## src/rtl/stream_fifo32.sv

```systemverilog
// stream_fifo32: elastic valid/ready FWFT buffer; define STREAM_FIFO_BYPASS_EN for an empty-buffer bypass path
module stream_fifo32 #(
  parameter int DATA_W = 32,
  parameter int DEPTH = 4
) (
  input  logic                       clk,
  input  logic                       rst,
  input  logic                       flush,
  input  logic                       in_valid,
  output logic                       in_ready,
  input  logic [DATA_W-1:0]          in_data,
  output logic                       out_valid,
  input  logic                       out_ready,
  output logic [DATA_W-1:0]          out_data,
  output logic [$clog2(DEPTH+1)-1:0] count
);
  localparam int AW = $clog2(DEPTH);
  localparam int CW = $clog2(DEPTH+1);
  logic [DATA_W-1:0] mem [DEPTH];
  logic [AW-1:0] wp, rp;
  logic empty, full, push, pop;
  assign empty = count == '0;
  assign full = count == CW'(DEPTH);
  assign in_ready = !full && !flush;
`ifdef STREAM_FIFO_BYPASS_EN
  logic byp;
  assign byp = empty && !flush && in_valid;
  assign out_valid = (!empty && !flush) || byp;
  assign out_data = empty ? in_data : mem[rp];
  assign push = in_valid && in_ready && !(byp && out_ready);
  assign pop = out_valid && out_ready && !byp;
`else
  assign out_valid = !empty && !flush;
  assign out_data = mem[rp];
  assign push = in_valid && in_ready;
  assign pop = out_valid && out_ready;
`endif
  // storage write; contents are never reset, validity is tracked by count
  always_ff @(posedge clk)
    if (push) mem[wp] <= in_data;
  // pointers and occupancy; pointers wrap naturally since DEPTH is a power of two
  always_ff @(posedge clk or posedge rst)
    if (rst) begin
      wp <= '0;
      rp <= '0;
      count <= '0;
    end else if (flush) begin
      wp <= '0;
      rp <= '0;
      count <= '0;
    end else begin
      wp <= wp + AW'(push);
      rp <= rp + AW'(pop);
      count <= count + CW'(push) - CW'(pop);
    end
endmodule
```

## config.mk

```make
export PLATFORM = sky130hd
export DESIGN_NAME = stream_fifo32
export DESIGN_NICKNAME = d
export VERILOG_FILES = /design/src/rtl/stream_fifo32.sv
export SDC_FILE = /design/constraint.sdc
export NUM_CORES = 1
export LEC_CHECK = 0
export ABC_AREA = 1
export CORE_AREA = 2 2 139 141
export CTS_BUF_LIST = sky130_fd_sc_hd__clkbuf_8
export DETAILED_ROUTE_END_ITERATION = 7
export DIE_AREA = 0 0 141 143
export REMOVE_ABC_BUFFERS = 1
export SKIP_LAST_GASP = 1
export SLEW_MARGIN = 20
export SYNTH_ARGS = -nofsm -noshare
export SYNTH_HDL_FRONTEND = slang
export SYNTH_SLANG_ARGS = --single-unit
```

## constraint.sdc

```tcl
create_clock -name clk -period 2.9 [get_ports clk]
set_input_delay 0.87 -clock clk [delete_from_list [all_inputs] [get_ports clk]]
set_output_delay 0.87 -clock clk [all_outputs]
set_load 0.02 [all_outputs]
```

==> Yosys cells after proc, flatten, opt, wreduce, memory -nomap -nowiden <==
Memory sizes are Yosys's and may differ from the RTL's.
Cells that the tools add are included.
{ "op_classes": {"shift": 0, "magnitude_cmp": 0, "addsub": 4, "muxes": 5, "multipliers": 0, "eq_ne": 1, "n_div": 0, "bitwise": 0, "reduce_logical": 8} }
{ "ops": {"columns": ["op", "n"], "rows": [
  ["$add A2 B1 Y2", 2],
  ["$logic_and A1 B1 Y1", 4],
  ["$mux W2", 2],
  ["$add A3 B1 Y3", 1],
  ["$eq A3 B3 Y1 const B", 1],
  ["$logic_not A1 Y1", 3],
  ["$logic_not A3 Y1", 1],
  ["$mux W3", 1],
  ["$sub A3 B1 Y3", 1],
  ["$mux W1", 2]
]} }
{ "word_totals": {"reg_bits": 7, "memories": 1, "out_inout_bits": 37, "latchBits": 0, "ramBits": 128, "romBits": 0, "inputBits": 37} }
{ "mem_list": {"columns": ["name", "depth", "word_bits", "read_ports", "rd_ports_with_merged_regs", "write_ports", "line_no", "text"], "rows": [
  ["mem", 4, 32, 1, 0, 1, "19", "logic [DATA_W-1:0] mem [DEPTH];"]
]} }

==> Depth between registers and ports, before layout <==
Gate-level depths: netlist of run 1.
{ "logic_depth": {"ltp_word": 7, "depth_mapped": 12} }

==> Least setup slack after synthesis of run 1 <==
No wires, ideal clock.
{ "synth_path": {"kind": "input-to-reg", "from": "input port flush", "to": "memory mem[0][0], enable pin", "path_stages": 3, "slack_ns": -0.028, "arrival_time_ns": 2.507, "setup_ns": 0.421, "path_cell_list": "inv_1 -> nand3_1 -> nor2_1"} }
{ "synth_via": {"elab_chain_cells": 5} }
{ "synth_lines": {"columns": ["item", "line_no", "text"], "rows": [
  ["start, declared", "8", "input logic flush,"],
  ["$logic_not A1 Y1", "24", "assign in_ready = !full && !flush;"],
  ["$logic_and A1 B1 Y1", "24", null],
  ["$logic_and A1 B1 Y1", "35", "assign push = in_valid && in_ready;"],
  ["$mux W1", "40", "if (push) mem[wp] <= in_data;"],
  ["$mux W1 (not written as such)", "40", null],
  ["end, declared", "19", null]
]} }
Every way passes these cells.

==> Worst setup path after layout of run 1 <==
{ "layout_path": {"from": "register rp[0]", "to": "output port out_data[0]"} }
{ "layout_via": {"elab_chain_cells": 1} }
{ "layout_lines": {"columns": ["item", "line_no", "text"], "rows": [
  ["start, declared", "20", "logic [AW-1:0] wp, rp;"],
  ["start signal, assigned", "53", "rp <= rp + AW'(pop);"],
  ["$mem_v2 Z4 W32", null, null],
  ["end, declared", "14", "output logic [DATA_W-1:0] out_data,"]
]} }
Every way passes these cells.

==> flow_summary.ini, run 1 <==
[synth]
yosys_register_bits = 135
syn-mean-instance-area_um2 = 12.8
synth_unique_cells = 19
seq_area_frac_synth_pct = 73.2
async_set_or_reset_register_ratio_after_synthesis_pct = 5.19
synth_flop_cell = sky130_fd_sc_hd__edfxtp_1
synth_warnings = 0
syn_area_um2 = 5490
synth_top_cells_by_area = sky130_fd_sc_hd__edfxtp_1 (70%), sky130_fd_sc_hd__inv_1 (5.4%), sky130_fd_sc_hd__nand2_1 (4.9%)
edff_count_synth = 128
synthDominantCellAreaShare_pct = 70.0
cell_count_after_synthesis = 428
synth_top_cell_by_area = sky130_fd_sc_hd__edfxtp_1

[worst_setup_path]
cp_data_required_time_ns = 2.03
crit_chain = buf_2, buf_4, a21oi_1, o21ai_0, nand2_1, clkdlybuf4s15_1
crit_path_max_fanout = 4
crit_path_start_kind = flop
worst_path_largest_cell_delay_ns = 0.49
cp.arrival_ns = 1.93
crit_path_end_kind = output pin
critPathKind = reg -> out
critPathSlowestCell = sky130_fd_sc_hd__dfrtp_4

[grt]
grt-ovfl-total = 0
first_global_vias = 3469
antenna_found_initial = 0
grt_pass1_wl_um = 17700
grt_usage_pct = 11.9
maximum_number_of_pins_on_one_net_before_global_route_repair = 33

[routing]
antenna_left = 0
routed-via-count = 3412
routed_via_density = 4.44
wire_per_inst_um = 14.4
drcViolationCount = 0
detail_route.first_pass.iterations = 4
initial_detailed_routing_violation_count = 193
routed_wl_um = 11100

[clocking]
clock_tree_from_tritoncts = built
cts-root-buf = sky130_fd_sc_hd__clkbuf_8
clock_latency_ns = 0.44
cts_buffers = 17
cts.sink_count = 135
holdBufCountCts = 0
clock_tree.htree_level_count = 4
cts.path.max_buffers = 2
worst_setup_hold_path_clk_slew_ns = 0.08

[place]
globalplace.congestion = 0.668
detailed_place.area_um2 = 6660
place_worst_setup_slack_ns = -0.0878
post-dp-hpwl_um = 6660
portBuffers = 73

[run]
timing.max_cap.violations = 0

[timing]
timing.slew.headroom_pct = 80.5
clock-skew-final_ns = 0.0139
finalWorstSetupSlack_ns = 0.105
finalHoldWorstSlack_ns = 0.543
finalHoldViolCount = 0
min_period_ns = 2.80
maxClockFrequency_mhz = 358
final_min_period_over_clock_period_pct = 96.4
timing.final.setup_violations = 0
grt_setup_unrepaired = false
tightestPinTransition_ns = 0.292
final_slew_viol_count = 0

[cells_and_area]
post-route-util_pct = 38.0
areaGrowthSynthToFinish_pct = 28.6
fin_nets = 564
postLayoutCellArea_um2 = 7060
final_layout_size_suffix_gt1_share_pct = 10.5
antenna-diode-count = 0
layout.filler_cells = 1757

[hold_path]
hold_path.class = reg -> reg

[pwr]
power_leakage_nw = 2.69
total_power_mw = 4.92
max-vdd-ir-drop_mv = 0.408
power_density_nw_per_um2 = 697

[die]
top_level_ports = 74
die_outline_width_um = 141
die_h_um = 143
fp.coreArea_um2 = 18600
start_util_pct = 29.6
design.die.area_um2 = 20200
floorplan.rows = 50

[status]
run_status = complete, no violations
power by group:
part	internal [mW]	leakage, nW	switching (mW)
sequential	2.25	1.25	0.0489
combinational	0.499	1.23	0.730
clock	0.735	0.203	0.658
synthesized netlist by cell type (4+ instances only):
| master | count |
|---|---|
| sky130_fd_sc_hd__o21ai_0 | 7 |
| sky130_fd_sc_hd__edfxtp_1 | 128 |
| sky130_fd_sc_hd__o21ai_1 | 26 |
| sky130_fd_sc_hd__buf_6 | 10 |
| sky130_fd_sc_hd__inv_1 | 79 |
| sky130_fd_sc_hd__nand2_1 | 72 |
| sky130_fd_sc_hd__o211ai_1 | 32 |
| sky130_fd_sc_hd__buf_2 | 6 |
| sky130_fd_sc_hd__ha_1 | 4 |
| sky130_fd_sc_hd__nor2_1 | 11 |
| sky130_fd_sc_hd__a21oi_1 | 33 |
| sky130_fd_sc_hd__buf_4 | 4 |
| sky130_fd_sc_hd__dfrtp_1 | 7 |
| sky130_fd_sc_hd__nand3_1 | 4 |
cell families (layout without fill, tap and decap cells):
logic type | count (synthesis) | in the layout | share of synthesized area (%)
buf+inv | 100 | 207 | 8.68
compound gates | 100 | 100 | 10.7
simple gates | 87 | 87 | 6.04
flops | 135 | 135 | 73.2
fa+ha+maj | 5 | 5 | 1.28
xor+xnor | 1 | 1 | 0.160
layout make-up:
cell class / count / area [um2] / share of cell area [%]
clock buffer: 17 / 234 / 3.31
inverter: 79 / 297 / 4.20
tap: 234 / 293 / 4.15
multi-input combinational: 193 / 1030 / 14.5
clock inverter: 15 / 124 / 1.75
timing repair buffer: 96 / 1060 / 15.0
sequential: 135 / 4030 / 57.0
flip-flops by register name, summed over array words and instances, names as in the netlist:
register and cells:
mem 128, count 3, rp 2, wp 2
per-stage QoR:
stage | cells | setup TNS, ns
final | 769 | 0
after global routing | 769 | 0
after CTS | 769 | -0.566
after detailed placement | 731 | -0.142
after global placement | 731 | -0.142
after floorplan | 407 | -24.86
routing by layer:
metal / wire, um / track usage [%] / vias to the layer above
met5: 0 / 0 / -
met4: 244 / 5.89 / 0
met3: 496 / 3.59 / 20
met2: 5330 / 19.9 / 66
met1: 5030 / 13.9 / 1667
li1: - / - / 1659
critical path: cells and delay by family, from the launching register on:
family	cells	cell delay [ns]
buffers and inverters	3	0.68
AOI/OAI and AO/OA	2	0.23
and+or+nand+nor	1	0.08
DFF	1	0.49
worst paths after layout:
path	start	to	slack (ns)	cells past startpoint
worst min register to register	wp[1]	wp[1]	0.54	1
worst max-delay path	rp[0]	out_data[0]	0.10	6
worst min-delay path	wp[1]	wp[1]	0.54	1
min in group asynchronous	rst	count[0]	0.66	2
worst max register to register	count[1]	count[2]	0.88	11
max in group asynchronous	rst	rp[1]	1.99	2
cell usage in the layout, fill, tap and decap left out, types with 2 or more instances in the layout:
cell	netlist	layout
sky130_fd_sc_hd__buf_12	0	14
sky130_fd_sc_hd__clkdlybuf4s15_1	0	5
sky130_fd_sc_hd__dlygate4sd2_1	0	26
sky130_fd_sc_hd__clkinv_2	0	5
sky130_fd_sc_hd__nor2_1	11	7
sky130_fd_sc_hd__o21ai_0	7	7
sky130_fd_sc_hd__clkbuf_8	0	17
sky130_fd_sc_hd__dfrtp_1	7	5
sky130_fd_sc_hd__ha_1	4	4
sky130_fd_sc_hd__o21ai_1	26	26
sky130_fd_sc_hd__o211ai_1	32	32
sky130_fd_sc_hd__buf_4	4	6
sky130_fd_sc_hd__nand2_1	72	72
sky130_fd_sc_hd__edfxtp_1	128	128
sky130_fd_sc_hd__dlymetal6s2s_1	0	3
sky130_fd_sc_hd__a21oi_1	33	33
sky130_fd_sc_hd__dfrtp_4	0	2
sky130_fd_sc_hd__nand3_1	4	4
sky130_fd_sc_hd__inv_1	79	84
sky130_fd_sc_hd__nor2_4	0	4
sky130_fd_sc_hd__bufinv_16	0	2
sky130_fd_sc_hd__clkdlybuf4s50_1	0	39
timing repair:
item,in CTS,in global routing
buffers inserted,6,0
gates resized for setup,32,8
setup endpoints to repair,34,8
(Power assumes the default switching activity.)
==> inputs of run 2 (changes only) <==
CAP_MARGIN = 10   (was default)
==> results of run 2 <==
Final layout, timing and power as in run 1 (identical DEF).
